[src/rtl/display_source_scheduler.sv]
// Time-shares a three-digit BCD display between score and timer sources,
// converting the selected binary value with a sequential double-dabble engine.
module display_source_scheduler #(
    parameter int unsigned HOLD_CYCLES = 100000000,
    parameter int unsigned BIN_W       = 10
) (
    input  logic             refclk,
    input  logic             reset,
    input  logic [BIN_W-1:0] score_bin,
    input  logic [BIN_W-1:0] time_bin,
    input  logic             time_en,
    output logic             src_sel,
    output logic [3:0]       ones,
    output logic [3:0]       tens,
    output logic [3:0]       hundreds,
    output logic             update,
    output logic             busy
);

    localparam int unsigned CW = (HOLD_CYCLES > 2) ? $clog2(HOLD_CYCLES) : 1;
    localparam int unsigned BW = $clog2(BIN_W + 1);
    localparam logic [BIN_W-1:0] MAX_VAL  = BIN_W'(999);
    localparam logic [CW-1:0]    HOLD_END = CW'(HOLD_CYCLES - 1);

    typedef enum logic [1:0] {IDLE, LOAD, SHIFT, DONE} state_t;

    state_t           state, state_nxt;
    logic [CW-1:0]    hold_cnt;
    logic [11:0]      bcd, bcd_adj, bcd_shift;
    logic [BIN_W-1:0] sample, sel_val, sat_val;
    logic [BW-1:0]    bitcnt;

    // Source schedule: dropping time_en overrides a coincident wrap.
    always_ff @(posedge refclk) begin
        if (reset || !time_en) begin
            hold_cnt <= '0;
            src_sel  <= 1'b0;
        end else if (hold_cnt == HOLD_END) begin
            hold_cnt <= '0;
            src_sel  <= ~src_sel;
        end else begin
            hold_cnt <= hold_cnt + 1'b1;
        end
    end

    assign sel_val = src_sel ? time_bin : score_bin;
    assign sat_val = (sel_val > MAX_VAL) ? MAX_VAL : sel_val;

    always_comb begin
        bcd_adj = bcd;
        for (int unsigned i = 0; i < 3; i++) begin
            if (bcd[4*i +: 4] >= 4'd5)
                bcd_adj[4*i +: 4] = bcd[4*i +: 4] + 4'd3;
        end
    end

    assign bcd_shift = {bcd_adj[10:0], sample[BIN_W-1]};

    always_ff @(posedge refclk) begin
        if (reset) begin
            state <= IDLE;
        end else begin
            state <= state_nxt;
        end
    end

    always_comb begin
        state_nxt = state;
        busy      = 1'b0;
        update    = 1'b0;
        case (state)
            IDLE:  state_nxt = LOAD;
            LOAD: begin
                busy      = 1'b1;
                state_nxt = SHIFT;
            end
            SHIFT: begin
                busy = 1'b1;
                if (bitcnt == BW'(1))
                    state_nxt = DONE;
            end
            DONE: begin
                update    = 1'b1;
                state_nxt = LOAD;
            end
            default: state_nxt = IDLE;
        endcase
    end

    // Digits load only on the final shift so the display never sees partial values.
    always_ff @(posedge refclk) begin
        if (reset) begin
            bcd      <= '0;
            sample   <= '0;
            bitcnt   <= '0;
            ones     <= '0;
            tens     <= '0;
            hundreds <= '0;
        end else begin
            case (state)
                LOAD: begin
                    sample <= sat_val;
                    bcd    <= '0;
                    bitcnt <= BW'(BIN_W);
                end
                SHIFT: begin
                    bcd    <= bcd_shift;
                    sample <= sample << 1;
                    bitcnt <= bitcnt - 1'b1;
                    if (bitcnt == BW'(1)) begin
                        ones     <= bcd_shift[3:0];
                        tens     <= bcd_shift[7:4];
                        hundreds <= bcd_shift[11:8];
                    end
                end
                default: ;
            endcase
        end
    end

endmodule

[config.mk]
export PLATFORM = sky130hd
export DESIGN_NAME = display_source_scheduler
export DESIGN_NICKNAME = d
export VERILOG_FILES = /design/src/rtl/display_source_scheduler.sv
export SDC_FILE = /design/constraint.sdc
export NUM_CORES = 1
export LEC_CHECK = 0
export CORE_MARGIN = 2
export CORE_UTILIZATION = 40
export CTS_CLUSTER_SIZE = 14
export DETAILED_ROUTE_END_ITERATION = 16
export DONT_BUFFER_PORTS = 1
export GPL_ROUTABILITY_DRIVEN = 0
export GPL_TIMING_DRIVEN = 0
export HOLD_SLACK_MARGIN = 0.15
export PLACE_DENSITY = 0.59
export SETUP_SLACK_MARGIN = 0.4
export SYNTH_ARGS = -nofsm -noshare
export SYNTH_HDL_FRONTEND = slang
export SYNTH_SLANG_ARGS = --single-unit
[constraint.sdc]
create_clock -name refclk -period 2.03 [get_ports refclk]
set_clock_uncertainty 0.05 [all_clocks]
set_input_delay 0.1015 -clock refclk [delete_from_list [all_inputs] [get_ports refclk]]
set_output_delay 0.1015 -clock refclk [all_outputs]
set_load 0.05 [all_outputs]
==> results of run 1 <==
worst register-to-register path: stages (launching register included):
cell and delay (ps):
dfxtp_4 390, nor4_4 260, nand4b_1 140, or2_4 270, clkbuf_16 160, or4_1 390, o21ai_1 80
sequential cells by signal, indices dropped and copies added (netlist names):
register and count:
hold_cnt 27, src_sel 1, bcd 12, sample 10
bitcnt 4, ones 4, state 2, tens 4
hundreds 4
layout make-up:
cell class                      instances  area [sq um]
Buffer                                 24         221.5
Fill cell                             723          3568
Timing Repair Buffer                   45         430.4
Inverter                               15         58.81
Tap cell                              105         131.4
Clock buffer                           10         127.6
Multi-Input combinational cell        309          2180
Clock inverter                          6         88.84
Sequential cell                        68          1410
through the flow:
step	cell area [sq um]	hold slack, ps	utilization	setup TNS [ps]
2_1_floorplan	3455	248.5	-	0
3_3_place_gp	3586	276.3	0.4364	-487.4
3_5_place_dp	3586	292.9	0.4364	-902.2
4_1_cts	4427	198.1	0.5388	0
5_1_grt	4648	190.6	0.5657	0
6_report	4648	175.3	0.5657	0
placed cells by master, fill, tap and decap left out, drive strengths merged, types with 12 or more instances in the layout:
master / netlist / routed
mux2i: 15 / 15
a21oi: 29 / 29
inv: 15 / 15
clkbuf: 20 / 30
buf: 4 / 27
dlygate4sd3: 0 / 22
nor2: 46 / 46
dfxtp: 68 / 68
nand3: 20 / 21
nand2: 47 / 47
nand4: 14 / 14
o21ai: 17 / 17
ha: 12 / 12
logic make-up after synthesis:
family | Yosys count | synth area share
flip-flops | 68 | 0.4000
AO/OA/AOI/OAI | 77 | 0.1393
XOR/XNOR | 18 | 0.04632
AND/OR/NAND/NOR | 186 | 0.2824
buffers and inverters | 39 | 0.04375
adder cells (fa/ha/maj) | 12 | 0.04412
multiplexers | 15 | 0.04412
routing by layer:
layer / up-vias / track usage / share of wire / routed length (um)
met1: 1559 / 0.2557 / 0.43 / 4066
met2: 75 / 0.3715 / 0.51 / 4903
met5: - / 0 / 0 / 0
met3: 13 / 0.03602 / 0.051 / 488
met4: 0 / 0.06548 / 0.011 / 108
li1: 1596 / - / - / -
final timing paths:
check                from         to  cells past startpoint
max          hold_cnt[12]    src_sel                      6
min          score_bin[8]  sample[0]                      5
max reg2reg  hold_cnt[12]    src_sel                      6
min reg2reg     sample[5]  sample[5]                      2
repair_timing:
action	CTS	global route
endpoints found under the setup margin	66	57
hold endpoints to repair	15	0
buffers inserted	17	4
pin swaps	8	7
cloned	1	2
gates resized for setup	71	52
hold buffers	22	0
where the power goes:
group          switching (uW)  internal (uW)
combinational             669            532
clock                     546            693
sequential               88.2           1450
total                    1300           2670
==> run_results.csv, run 1 <==
group,metric,value,unit
critical_path,critPathTopFamily,"simple AND/OR/NAND/NOR gates",
synth,syn_nets,450,
power_and_ir_drop,leakagePower,0.001631,uW
clock_tree,root_buffer,"clkbuf_8",
route,drt-total-wl,9.567,mm
critical_path,critical_path_class,"register to register",
synth,synth.area.top_cells,"dfxtp_1 (40%), nand2_1 (5.2%), nor2_1 (5.1%)",
sta,final_hold_viol_count,0,
global_route,antenna_found_initial,0,
floorplan,die_area,9262,sq um
synth,synth_most_common_cell,"dfxtp_1",
clock_tree,clkLatencyLatePin,340,ps
synth,avgSynthCellArea,8.201,sq um
critical_path,r2r_setup_slack,230,ps
global_route,grt_pass1_wl,14.92,mm
synth,synth_cells,415,
critical_path,crit_arrival,2020,ps
floorplan,floorplan.initialDensity,0.4142,
synth,synth_top_area_share,0.4000,
sta,layout_worst_path_cycle_share,0.8849,
final_layout,drive_gt1_frac,0.2704,
clock_tree,cts.path.max_buffers,2,
synth,ys_seq_area_frac,0.4000,
floorplan,coreArea,8217,sq um
route,wl_per_cell,16.44,um
sta,slew-limit-headroom,0.5695,
sta,max_freq,0.5567,GHz
final_layout,area_growth_syn_to_layout,36.58,%
critical_path,crit_path_top_delay_cell,"dfxtp_4",
power_and_ir_drop,peakVddDrop,0.4984,mV
power_and_ir_drop,power,3977,uW
sta,drv_slew,0,
placement,dp_slack,-127.1,ps
critical_path,crit_buf_inv,1,
final_layout,fin_cells,582,
run,maxCapViolCount,0,
power_and_ir_drop,p_per_area,855.5,nW/um^2
floorplan,die_h,96.24,um
sta,rsz0062_at_grt,"yes",
final_layout,finalNetCount,507,
sta,tightest_slew,645.8,ps
critical_path,critPathMaxFanout,7,
clock_tree,tritoncts,"built",
synth,yosysTopAreaCell,"dfxtp_1",
floorplan,ioPinCount,38,
status,status,"completed",
synth,synth_warnings,0,
synth,synth_cell_types,50,
synth,synth_area,3403,sq um
sta,finalCriticalPeriod,1796,ps
synth,synthArstFlopShare,0,
critical_path,required,2250,ps
route,first_pass_iters,6,
sta,finalSetupViolations,0,
global_route,grt_pass1_vias,3071,
route,drc,0,
placement,detailed_place_hpwl,5.573,mm
global_route,grt_max_degree,13,
floorplan,die_w,96.24,um
synth,synth_edf_count,0,
sta,worst_slack,233.6,ps
hold_path,hp-class,"input port to register",
route,drtAntennaViolNets,0,
clock_tree,cts_sinks,68,
critical_path,worstPathCellList,"nor4_4, nand4b_1, or2_4, clkbuf_16, or4_1, o21ai_1",
global_route,grt_usage,0.2092,
route,routed_via_density,5.572,
critical_path,crit_path_start_kind,"register",
clock_tree,cts.clk_slew.worst_paths,80,ps
global_route,gr-total-overflow,0,
placement,dp_cells,520,
route,drt_iter0_drc,172,
critical_path,endpoint_kind,"register",
synth,ys_seq_elements,68,
placement,portBuffers,0,
floorplan,rows,33,
synth,synth_ff_type,"dfxtp_1",
clock_tree,cts_buffers,9,
final_layout,diodes,0,
clock_tree,htree_num_levels,3,
critical_path,max_stage_delay,390,ps
synth,synth_common_cells,"dfxtp_1 (68), nand2_1 (47), nor2_1 (46)",
route,vias,3243,
Power figures use the tool's default switching activity.
==> run 2: changes to the inputs <==
Settings changed: CORE_ASPECT_RATIO set to 1.2.
==> run 2 against run 1 <==
Against the previous run:
- critical path depth did not move
- clock power rose by 10%
- global-route usage fell by 0.69 points
- die area barely moved
- sequential power barely moved
- combinational power fell by 5%
- fmax rose by 0.37%
- final area rose by 0.11%
- via count fell by 0.28%
- largest cell class unchanged
- highest routed layer unchanged
==> run_results.csv, run 2 (same netlist as run 1, synthesis figures left out) <==
group,metric,value,unit
final_layout,final_cell_mix,"nand2_1 (46), nor2_1 (42), dfxtp_1 (41)",
critical_path,crit_path_start_kind,"register",
status,status,"completed",
final_layout,fillCellCount,746,
power_and_ir_drop,peakVddDrop,0.4321,mV
critical_path,worstPathCellList,"nor4_2, nand4b_1, or2_4, clkbuf_16, or4_1, o21ai_1",
sta,finalSetupViolations,0,
final_layout,reg_top3,"hold_cnt x27, bcd x12, sample x10",
route,drtAntennaViolNets,0,
global_route,grt_pass1_vias,3131,
clock_tree,clkLatencyLatePin,350,ps
critical_path,critical_path_class,"register to register",
route,routed_via_density,5.509,
route,drc,0,
floorplan,floorplan.initialDensity,0.4151,
route,drt_iter0_drc,103,
sta,slew-limit-headroom,0.6120,
route,wl_per_cell,15.89,um
placement,detailed_place_hpwl,5.514,mm
sta,max_freq,0.5587,GHz
final_layout,area_growth_syn_to_layout,36.73,%
final_layout,finalNetCount,503,
floorplan,rows,36,
global_route,grt_pass1_wl,14.70,mm
sta,setup_tns,0,ps
sta,final_hold_viol_count,0,
final_layout,layout_commonest_cell,"nand2_1",
critical_path,required,2260,ps
critical_path,max_stage_delay,390,ps
floorplan,die_h,105.0,um
final_layout,largest_reg_flops,27,
sta,finalCriticalPeriod,1790,ps
placement,dp_cells,529,
floorplan,coreArea,8198,sq um
route,drt-total-wl,9.328,mm
final_layout,fin_cells,587,
global_route,grt_max_degree,13,
critical_path,crit_path_top_delay_cell,"or4_1",
final_layout,drive_gt1_frac,0.2664,
hold_path,hp-class,"input port to register",
power_and_ir_drop,p_per_area,870.0,nW/um^2
run,maxCapViolCount,0,
clock_tree,cts_buffers,9,
final_layout,regMostFlops,"hold_cnt",
final_layout,multi_input_area,2170,sq um
critical_path,endpoint_kind,"register",
critical_path,critPathMaxFanout,7,
critical_path,crit_arrival,2020,ps
route,first_pass_iters,4,
floorplan,ioPinCount,38,
clock_tree,tritoncts,"built",
clock_tree,cts_sinks,68,
placement,portBuffers,0,
sta,rsz0062_at_grt,"yes",
global_route,gr-total-overflow,0,
sta,layout_worst_path_cycle_share,0.8817,
route,vias,3234,
floorplan,die_area,9265,sq um
final_layout,diodes,0,
clock_tree,root_buffer,"clkbuf_8",
power_and_ir_drop,leakagePower,0.001650,uW
floorplan,die_w,88.20,um
sta,tightest_slew,582.1,ps
clock_tree,htree_num_levels,3,
global_route,grt_usage,0.2023,
sta,drv_slew,0,
clock_tree,cts.clk_slew.worst_paths,80,ps
clock_tree,cts.path.max_buffers,2,
final_layout,seq_area,1410,sq um
global_route,antenna_found_initial,0,
run 2: cell types whose count changed in the layout (fill, tap and decap cells not counted), moves of 3 or more:
cell,before,now
buf_6,6,3
buf_8,0,3
clkbuf_8,16,13
dfxtp_2,18,21
run 2: worst max-delay path, delay by kind of cell (launching register included):
family / cells / cell delay [ps]
buf+inv: 1 / 160
compound gates: 1 / 80
flops: 1 / 370
simple gates: 4 / 1080
run 2: final cells by class:
cell class              instances  share of cell area
well taps                     114             0.03065
inverters                      15             0.01264
plain buffers                  24             0.04706
clock inverters                 6             0.02420
multi-input cells             308              0.4663
clock buffers                  10             0.02743
repair buffers                 42             0.08873
flip-flops and latches         68              0.3030
run 2: final timing paths:
check                    start   endpoint  slack (ps)  cells past startpoint
hold / removal    score_bin[9]  sample[0]         210                      5
setup / recovery  hold_cnt[12]    src_sel         240                      6
hold reg to reg      sample[7]  sample[7]         420                      2
setup reg to reg  hold_cnt[12]    src_sel         240                      6
run 2: metal layers:
| layer | GRT usage | vias to the layer above | wire [um] |
|---|---|---|---|
| li1 | - | 1585 | - |
| met1 | 0.2248 | 1554 | 3876 |
| met2 | 0.3577 | 73 | 4908 |
| met3 | 0.04028 | 22 | 304 |
| met4 | 0.09740 | 0 | 239 |
| met5 | 0 | - | 0 |
run 2: stage by stage:
stage          power [uW]  setup WS (ps)  area [sq um]  hold slack [ps]  utilization
5_1_grt              4216          149.2          4653            222.0       0.5676
4_1_cts              4019          239.7          4468            166.2       0.5450
2_1_floorplan        2195          310.8          3455            248.5            -
3_3_place_gp         2382         -101.7          3597            262.0       0.4388
6_report             4048          240.2          4653            211.5       0.5676
3_5_place_dp         2398         -111.1          3597            267.7       0.4388
run 2: repair_timing:
| item | CTS | global route |
|---|---|---|
| endpoints found under the setup margin | 66 | 57 |
| hold buffers | 22 | 0 |
| pin swaps | 19 | 12 |
| resized for setup | 80 | 44 |
| cloned | 1 | 0 |
| hold endpoints to repair | 15 | 0 |
| buffers inserted | 13 | 6 |
run 2: power by group:
| group | switching [uW] | internal, uW | leakage [uW] |
|---|---|---|---|
| sequential | 83.7 | 1450 | 0.000566 |
| clock | 556 | 819 | 0.000120 |
| combinational | 654 | 486 | 0.000964 |
| total | 1290 | 2760 | 0.00165 |
